### config.mk
export PLATFORM = sky130hd
export DESIGN_NAME = tmon_responder
export DESIGN_NICKNAME = d
export VERILOG_FILES = /design/src/rtl/tmon_responder.sv
export SDC_FILE = /design/constraint.sdc
export NUM_CORES = 1
export LEC_CHECK = 0
export CAP_MARGIN = 0
export CORE_UTILIZATION = 51
export DETAILED_ROUTE_END_ITERATION = 8
export PLACE_DENSITY_LB_ADDON = 0.1
export SYNTH_ARGS = -nofsm -noshare
export SYNTH_HDL_FRONTEND = slang
export SYNTH_SLANG_ARGS = --single-unit
### constraint.sdc
create_clock -name clk -period 2.3 [get_ports clk]
set_input_delay 0.23 -clock clk [delete_from_list [all_inputs] [get_ports clk]]
set_output_delay 0.23 -clock clk [all_outputs]
set_load 0.01 [all_outputs]
### src/rtl/tmon_responder.sv
// tmon_bus responder: executes threshold/read/clear commands through an
// IDLE -> EXEC -> RESP sequence and tracks over/under-temperature alarms
// from the sensor sample stream.

package tmon_pkg;
    typedef enum logic [2:0] {
        TMON_NOP     = 3'd0,
        TMON_SET_HI  = 3'd1,
        TMON_SET_LO  = 3'd2,
        TMON_RD_TEMP = 3'd3,
        TMON_RD_HI   = 3'd4,
        TMON_RD_LO   = 3'd5,
        TMON_CLR     = 3'd6
    } tmon_op_t;

    typedef enum logic [1:0] {
        TMON_OK    = 2'd0,
        TMON_ERR   = 2'd1,
        TMON_ALARM = 2'd2
    } tmon_status_t;
endpackage

module tmon_responder
    import tmon_pkg::*;
#(
    parameter int unsigned    DW     = 8,
    parameter int unsigned    HYST   = 2,
    parameter logic [DW-1:0]  HI_RST = 8'd200,
    parameter logic [DW-1:0]  LO_RST = 8'd10
) (
    input  logic                clk,
    input  logic                rst_n,
    input  tmon_op_t            op,
    input  logic [DW-1:0]       opnd,
    output tmon_status_t        status,
    output logic                valid,
    output logic                ready,
    output logic [DW-1:0]       rdata,
    input  logic [DW-1:0]       temp_in,
    input  logic                temp_vld,
    output logic                alarm_hi,
    output logic                alarm_lo,
    output logic                alarm_sticky
);

    typedef enum logic [1:0] {S_IDLE, S_EXEC, S_RESP} state_t;

    localparam logic [DW-1:0] LP_HYST = DW'(HYST);
    localparam logic [DW-1:0] LP_MAX  = '1;

    state_t         r_state;
    state_t         w_state_nxt;
    logic           w_accept;
    logic           w_exec;
    logic           w_ready;
    logic           w_valid;

    tmon_op_t       r_op;
    logic [DW-1:0]  r_opnd;
    logic [DW-1:0]  r_hi_thr;
    logic [DW-1:0]  r_lo_thr;
    logic [DW-1:0]  r_last_temp;
    tmon_status_t   r_status;
    logic [DW-1:0]  r_rdata;
    logic           r_alarm_hi;
    logic           r_alarm_lo;
    logic           r_sticky;

    logic [DW-1:0]  w_hi_nxt;
    logic [DW-1:0]  w_lo_nxt;
    tmon_status_t   w_status_nxt;
    logic [DW-1:0]  w_rdata_nxt;
    logic           w_clr;
    logic [DW-1:0]  w_hi_clr_thr;
    logic [DW-1:0]  w_lo_clr_thr;
    logic           w_alarm_hi_nxt;
    logic           w_alarm_lo_nxt;

    // FSM state register
    always_ff @(posedge clk or negedge rst_n) begin
        if (!rst_n) r_state <= S_IDLE;
        else        r_state <= w_state_nxt;
    end

    // FSM next-state and handshake outputs
    always_comb begin
        w_state_nxt = r_state;
        w_accept    = 1'b0;
        w_exec      = 1'b0;
        w_ready     = 1'b0;
        w_valid     = 1'b0;
        case (r_state)
            S_IDLE: begin
                w_ready = 1'b1;
                if (op != TMON_NOP) begin
                    w_accept    = 1'b1;
                    w_state_nxt = S_EXEC;
                end
            end
            S_EXEC: begin
                w_exec      = 1'b1;
                w_state_nxt = S_RESP;
            end
            S_RESP: begin
                w_valid     = 1'b1;
                w_state_nxt = S_IDLE;
            end
            default: w_state_nxt = S_IDLE;
        endcase
    end

    // Capture the command on the accepting edge
    always_ff @(posedge clk or negedge rst_n) begin
        if (!rst_n) begin
            r_op   <= TMON_NOP;
            r_opnd <= '0;
        end else if (w_accept) begin
            r_op   <= op;
            r_opnd <= opnd;
        end
    end

    // Command execution: threshold updates and response formation
    always_comb begin
        w_hi_nxt     = r_hi_thr;
        w_lo_nxt     = r_lo_thr;
        w_status_nxt = TMON_OK;
        w_rdata_nxt  = '0;
        w_clr        = 1'b0;
        case (r_op)
            TMON_SET_HI: begin
                if (r_opnd <= r_lo_thr) w_status_nxt = TMON_ERR;
                else                    w_hi_nxt     = r_opnd;
            end
            TMON_SET_LO: begin
                if (r_opnd >= r_hi_thr) w_status_nxt = TMON_ERR;
                else                    w_lo_nxt     = r_opnd;
            end
            TMON_RD_TEMP: begin
                w_rdata_nxt  = r_last_temp;
                w_status_nxt = (r_alarm_hi || r_alarm_lo) ? TMON_ALARM : TMON_OK;
            end
            TMON_RD_HI: begin
                w_rdata_nxt  = r_hi_thr;
                w_status_nxt = (r_alarm_hi || r_alarm_lo) ? TMON_ALARM : TMON_OK;
            end
            TMON_RD_LO: begin
                w_rdata_nxt  = r_lo_thr;
                w_status_nxt = (r_alarm_hi || r_alarm_lo) ? TMON_ALARM : TMON_OK;
            end
            TMON_CLR: w_clr = 1'b1;
            default:  w_status_nxt = TMON_ERR;
        endcase
    end

    // Threshold and response registers, written only during EXEC
    always_ff @(posedge clk or negedge rst_n) begin
        if (!rst_n) begin
            r_hi_thr <= HI_RST;
            r_lo_thr <= LO_RST;
            r_status <= TMON_OK;
            r_rdata  <= '0;
        end else if (w_exec) begin
            r_hi_thr <= w_hi_nxt;
            r_lo_thr <= w_lo_nxt;
            r_status <= w_status_nxt;
            r_rdata  <= w_rdata_nxt;
        end
    end

    // Hysteresis clear points, saturating instead of wrapping
    always_comb begin
        w_hi_clr_thr = (r_hi_thr >= LP_HYST) ? (r_hi_thr - LP_HYST) : '0;
        w_lo_clr_thr = (r_lo_thr > (LP_MAX - LP_HYST)) ? LP_MAX : (r_lo_thr + LP_HYST);
        w_alarm_hi_nxt = r_alarm_hi;
        w_alarm_lo_nxt = r_alarm_lo;
        if (temp_in > r_hi_thr)          w_alarm_hi_nxt = 1'b1;
        else if (temp_in < w_hi_clr_thr) w_alarm_hi_nxt = 1'b0;
        if (temp_in < r_lo_thr)          w_alarm_lo_nxt = 1'b1;
        else if (temp_in > w_lo_clr_thr) w_alarm_lo_nxt = 1'b0;
    end

    // Sample path: last temperature and live alarms, independent of the FSM
    always_ff @(posedge clk or negedge rst_n) begin
        if (!rst_n) begin
            r_last_temp <= '0;
            r_alarm_hi  <= 1'b0;
            r_alarm_lo  <= 1'b0;
        end else if (temp_vld) begin
            r_last_temp <= temp_in;
            r_alarm_hi  <= w_alarm_hi_nxt;
            r_alarm_lo  <= w_alarm_lo_nxt;
        end
    end

    // Sticky alarm: a live alarm on a sample overrides a concurrent CLR
    always_ff @(posedge clk or negedge rst_n) begin
        if (!rst_n)                                          r_sticky <= 1'b0;
        else if (temp_vld && (w_alarm_hi_nxt || w_alarm_lo_nxt)) r_sticky <= 1'b1;
        else if (w_exec && w_clr)                            r_sticky <= 1'b0;
    end

    assign ready        = w_ready;
    assign valid        = w_valid;
    assign status       = r_status;
    assign rdata        = r_rdata;
    assign alarm_hi     = r_alarm_hi;
    assign alarm_lo     = r_alarm_lo;
    assign alarm_sticky = r_sticky;

endmodule

## After elaboration in Yosys (flattened, before gate mapping)

Cells that the tools add are included.
Widths: inputs -> output; s select.

| storage, ports and cells | value |
|---|---|
| bits in latches | 0 |
| input port bits | 22 |
| bits in read-only memories | 0 |
| flip-flop bits (word level) | 50 |
| RAM bits | 0 |
| memories kept | 0 |
| output and inout port bits | 15 |
| logic and storage cells | 63 |

| operators by class | value |
|---|---|
| equality and inequality tests | 9 |
| divide/modulo/power cells | 0 |
| multiply operators | 0 |
| multiplexer cells | 21 |
| reductions and logical operators | 10 |
| shifts and indexed selects | 0 |
| $add $sub $neg | 2 |
| bitwise logic cells | 2 |
| $lt $le $gt $ge | 8 |

Operator list:

| cell | number |
|---|---|
| $pmux 8 s3 | 1 |
| $gt 8x8->1 | 2 |
| $lt 8x8->1 | 2 |
| $mux 8 | 2 |
| $mux 1 | 14 |
| $eq 3x3->1 const B | 3 |
| $add 8x2->8 const B | 1 |
| $ge 8x2->1 const B | 1 |
| $ge 8x8->1 | 1 |
| $gt 8x8->1 const B | 1 |
| $le 8x8->1 | 1 |
| $pmux 2 s4 | 1 |
| $sub 8x2->8 const B | 1 |
| $eq 3x2->1 const B | 2 |
| $reduce_and 3->1 | 2 |
| $mux 2 | 2 |
| $pmux 2 s2 | 1 |
| $eq 3x1->1 const B | 1 |
| $reduce_bool 3->1 | 1 |
| $reduce_or 3->1 | 1 |
| $eq 2x1->1 const B | 1 |
| $eq 2x2->1 const B | 1 |
| $logic_and 1x1->1 | 2 |
| $logic_not 2->1 | 1 |
| other kinds (4) | 6 |

## Longest topological paths before layout

| logic depth | value |
|---|---|
| word-level depth | 8 |
| mapped depth | 12 |
| gate-level depth less buffers | 12 |

## Worst setup path after synthesis

Ideal clock, no wire load.

| timing path | value |
|---|---|
| kind | reg-to-reg |
| start | register r_hi_thr[2] |
| end | register r_sticky, in the netlist alarm_sticky |
| path slack | -235 ps |
| arrival | 2,406 ps |
| setup time | 129 ps |
| data required time | 2,171 ps |
| buffers on the path | 0 |
| cell stages (with the launch flop) | 11 |
| cells stage by stage | dfrtp_1 > nor3_1 > nand2_1 > nand2_1 > ha_1 > a211o_1 > nor3b_1 > a21oi_1 > o21ai_0 > nand3_1 > o41a_1 |

| on the way | value |
|---|---|
| cells in the longest elaborated chain, start to end | 8 |
| elaborated cells on any way between the ends | 11 |
| classes of those cells | 1 x add/sub; 3 x order compare; 4 x mux; 3 x reduce/logical |

RTL lines:

| element | RTL line | source |
|---|---|---|
| start: declaration | 60 | `logic [DW-1:0] r_hi_thr;` |
| start signal: assignment | 164 | `r_hi_thr <= w_hi_nxt;` |
| $sub 8x2->8 or $ge 8x2->1 (tied branches) | 173 | `w_hi_clr_thr = (r_hi_thr >= LP_HYST) ? (r_hi_thr - LP_HYST) : '0;` |
| $mux 8 | 173 |  |
| $lt 8x8->1 | 178 | `else if (temp_in < w_hi_clr_thr) w_alarm_hi_nxt = 1'b0;` |
| $mux 1 | 178 |  |
| $mux 1 * | 177 | `if (temp_in > r_hi_thr) w_alarm_hi_nxt = 1'b1;` |
| $logic_or 1x1->1 * | 199 | `else if (temp_vld && (w_alarm_hi_nxt \|\| w_alarm_lo_nxt)) r_sticky <= 1'b1;` |
| $logic_and 1x1->1 * | 199 |  |
| $mux 1 or $reduce_bool 2->1 (tied branches) | - |  |
| end signal: assignment | 198 | `if (!rst_n) r_sticky <= 1'b0;` |
| end signal: assignment | 199 |  |
| end signal: assignment | 200 | `else if (w_exec && w_clr) r_sticky <= 1'b0;` |
| end: declaration | 67 | `logic r_sticky;` |

Mark *: on every way between the ends. The rest lies on a longest branch, timed or not.
A chain may end at the register's enable or synchronous reset.

## Worst setup path in the final report

| timing path | value |
|---|---|
| start | register r_lo_thr[1] |
| end | register r_sticky, in the netlist alarm_sticky |

| on the way | value |
|---|---|
| cells in the longest elaborated chain, start to end | 8 |
| elaborated cells on any way between the ends | 11 |
| classes of those cells | 1 x add/sub; 3 x order compare; 4 x mux; 3 x reduce/logical |

RTL lines:

| element | RTL line | source |
|---|---|---|
| start: declaration | 61 | `logic [DW-1:0] r_lo_thr;` |
| start signal: assignment | 165 | `r_lo_thr <= w_lo_nxt;` |
| $add 8x2->8 or $gt 8x8->1 (tied branches) | 174 | `w_lo_clr_thr = (r_lo_thr > (LP_MAX - LP_HYST)) ? LP_MAX : (r_lo_thr + LP_HYST);` |
| $mux 8 | 174 |  |
| $gt 8x8->1 | 180 | `else if (temp_in > w_lo_clr_thr) w_alarm_lo_nxt = 1'b0;` |
| $mux 1 | 180 |  |
| $mux 1 * | 179 | `if (temp_in < r_lo_thr) w_alarm_lo_nxt = 1'b1;` |
| $logic_or 1x1->1 * | 199 |  |
| $logic_and 1x1->1 * | 199 |  |
| $mux 1 or $reduce_bool 2->1 (tied branches) | - |  |

Marked as above.

==> impl_metrics.yaml <==
setup_path:
  startpoint_type: "flip-flop"
  reg2reg_setup_slack_ns: -0.11
  r2r_end: "alarm_sticky"
  r2r-start: "r_lo_thr[1]"
  r2r_cells: 9
  cp.arrival_ns: 2.61
  worstSetupPathType: "flip-flop to flip-flop"
  worstPathRequired_ns: 2.50
  crit_end: "alarm_sticky"
  cp-startpoint: "r_lo_thr[1]"
  path_max_fanout: 4
  cp-end-kind: "flip-flop"
yosys:
  syn_nets: 420
  synth_flop_cell: "dfrtp_1"
  yosysSeqAreaShare: 0.372
  synth_area_leaders: "dfrtp_1 (33%), ha_1 (18%), a22o_1 (7.0%), nand2_1 (5.3%), dfstp_2 (3.9%)"
  synth_area_leader_cell: "dfrtp_1"
  async_flop_share: 1.00
  syn_area_per_cell_um2: 9.65
  yosysWarnings: 0
  synth-edff-count: 0
  syn-instance-count: 350
  ys_ff_latch: 50
  yosysUniqueCellTypes: 42
  synth_top_area_share: 0.333
  synth.cell_area_um2: 3380
placement:
  dp_slack_ns: -0.126
  gp_congestion: 0.838
  place_area_um2: 4170
  port_buffers: 36
  dp_cells: 494
  dpl.hpwl_um: 7170
cells_and_area:
  drive_gt1_frac: 0.238
  final_cells: 510
  num-fill-cells: 507
  antenna_cells: 0
  final_area_um2: 4420
  mostFrequentLayoutCells: "nand2_1 (45), ha_1 (45), dfrtp_1 (45), buf_4 (43), clkdlybuf4s50_1 (35)"
  final_nets: 502
  areaGrowthSynthToFinish_pct: 31.0
cts:
  clockRootBuffer: "clkbuf_8"
  clock_latency_ns: 0.31
  cts_tree: "yes"
  cts_sinks: 50
  clockBufferDepth: 2
  clkSlewWorstSetupHoldPaths_ns: 0.10
  htreeDepth: 2
  cts_inserted_buffers: 5
sta:
  finalCritPeriodShare: 1.05
  finClkSkew_ns: 0.0205
  timing.hold.ws_ns: 0.444
  setup_viol: 9
  relSlewSlack: 0.497
  fmax_mhz: 414
  hold_viol: 0
  rsz0062_at_grt: "yes"
  drv_slew: 0
  finalWorstSetupSlack_ns: -0.113
  tightest_slew_ns: 0.753
  period_minus_slack_ns: 2.41
min_path:
  hold_path.class: "input pin to flip-flop"
  whs_path_depth: 3
drt:
  vias_per_cell: 5.72
  vias: 2915
  drtPass1Iterations: 4
  ant_nets: 0
  drtIter0Drc: 126
  routed_wirelength_um: 9200
  drc: 0
  routedWlPerCell_um: 18.0
power_and_ir_drop:
  total_power_mw: 6.13
  p_leak_nw: 2.05
  p_per_area_nw_per_um2: 1390
  ir_drop_v: 0.000778
die:
  die-area_um2: 6950
  die_x_um: 83.4
  initial_utilization: 0.529
  rows: 29
  io-pin-count: 37
  die_y_um: 83.4
  core-area_um2: 6390
grt:
  grt_pass1_wl_um: 14800
  gr-total-overflow: 0
  met2_usage: 0.489
  grt_usage: 0.276
  antenna_found_initial: 0
  grt_max_degree: 27
  busiest_layer: "met2"
  met1_usage: 0.365
  grt_pass1_vias: 2935
  use_met3: 0.0328
outcome:
  run_status: "finished, violations left"
  violations: "setup timing"
job:
  drv_cap: 0
## worst min-delay path by stage
stage	start	slack, ns	end
5_1_grt	opnd[4]	0.46	r_opnd[4]
3_3_place_gp	rst_n	0.28	r_hi_thr[5]
2_1_floorplan	rst_n	-0.07	alarm_hi
6_report	opnd[6]	0.44	r_opnd[6]
3_5_place_dp	rst_n	0.28	r_hi_thr[5]
4_1_cts	opnd[6]	0.44	r_opnd[6]
## layer usage
layer	up-vias	part of all wire
li1	1435	-
met4	0	0.0071
met3	6	0.048
met5	-	0
met1	1404	0.43
met2	70	0.52
## cell usage after synthesis (2+ instances only)
cell and number:
xnor2_1 4, o21a_1 3, or2_2 2, a21oi_1 20, ha_1 48, mux2_2 9
nor3_1 3, mux2_4 8, nand2b_1 3, nor2b_1 10, nor4_1 3, inv_1 19
a211o_1 2, xor2_1 2, dfstp_2 5, nand4_1 5, a22o_1 27, buf_2 4
dfrtp_1 45, o211ai_1 3, and3_1 3, a211oi_1 3, o21ai_0 23, a31oi_1 2
clkbuf_1 6, nand3_1 7, nor2_1 17, o22ai_1 3, nand2_1 48
## stage by stage
stage | setup TNS [ns] | utilization
floorplan | 0 | -
global placement | -0.147 | 0.652
detailed placement | -0.403 | 0.652
CTS | -0.0451 | 0.675
global route | -1.38 | 0.693
finish | -0.674 | 0.693
## area by class of cell
cell class,count,area (um^2),area share
clock buffer,5,68.8,0.0156
clock inverter,3,23.8,0.00537
inverter,20,77.6,0.0175
multi-input combinational,269,2130,0.481
sequential,50,1260,0.284
tap,77,96.3,0.0218
timing repair buffer,86,773,0.175
## critical path, cell delays in order, from the launching register on
cell	delay, ns
dfstp_2	0.57
ha_1	0.22
nand2_1	0.07
nor2_1	0.14
o21ai_0	0.12
ha_1	0.31
o21ai_0	0.08
o21ai_0	0.26
o22ai_2	0.13
o41a_1	0.41
## report_power, final
| group | internal (mW) | switching [mW] |
|---|---|---|
| sequential | 1.24 | 0.319 |
| combinational | 2.00 | 2.03 |
| clock | 0.218 | 0.316 |
## cells by family after synthesis
kind of cell	share of synthesized area
AO/OA/AOI/OAI	0.183
XOR/XNOR	0.0156
adder cells (fa/ha/maj)	0.178
buffers and inverters	0.0382
flip-flops	0.372
multiplexers	0.0685
AND/OR/NAND/NOR	0.144
## registers in the layout (all words and copies together) (netlist names)
name          count
r_state           2
rdata             8
r_op              3
alarm_hi          1
status            2
r_lo_thr          8
alarm_sticky      1
alarm_lo          1
r_last_temp       8
r_hi_thr          8
r_opnd            8
## timing repair
action | 4_1_cts | 5_1_grt
pin swaps | 1 | 6
setup endpoints to repair | 10 | 19
hold endpoints to repair | 21 | 0
resized for setup | 7 | 15
hold buffers | 1 | 0
setup buffers | 1 | 6
Power figures use the tool's default switching activity.
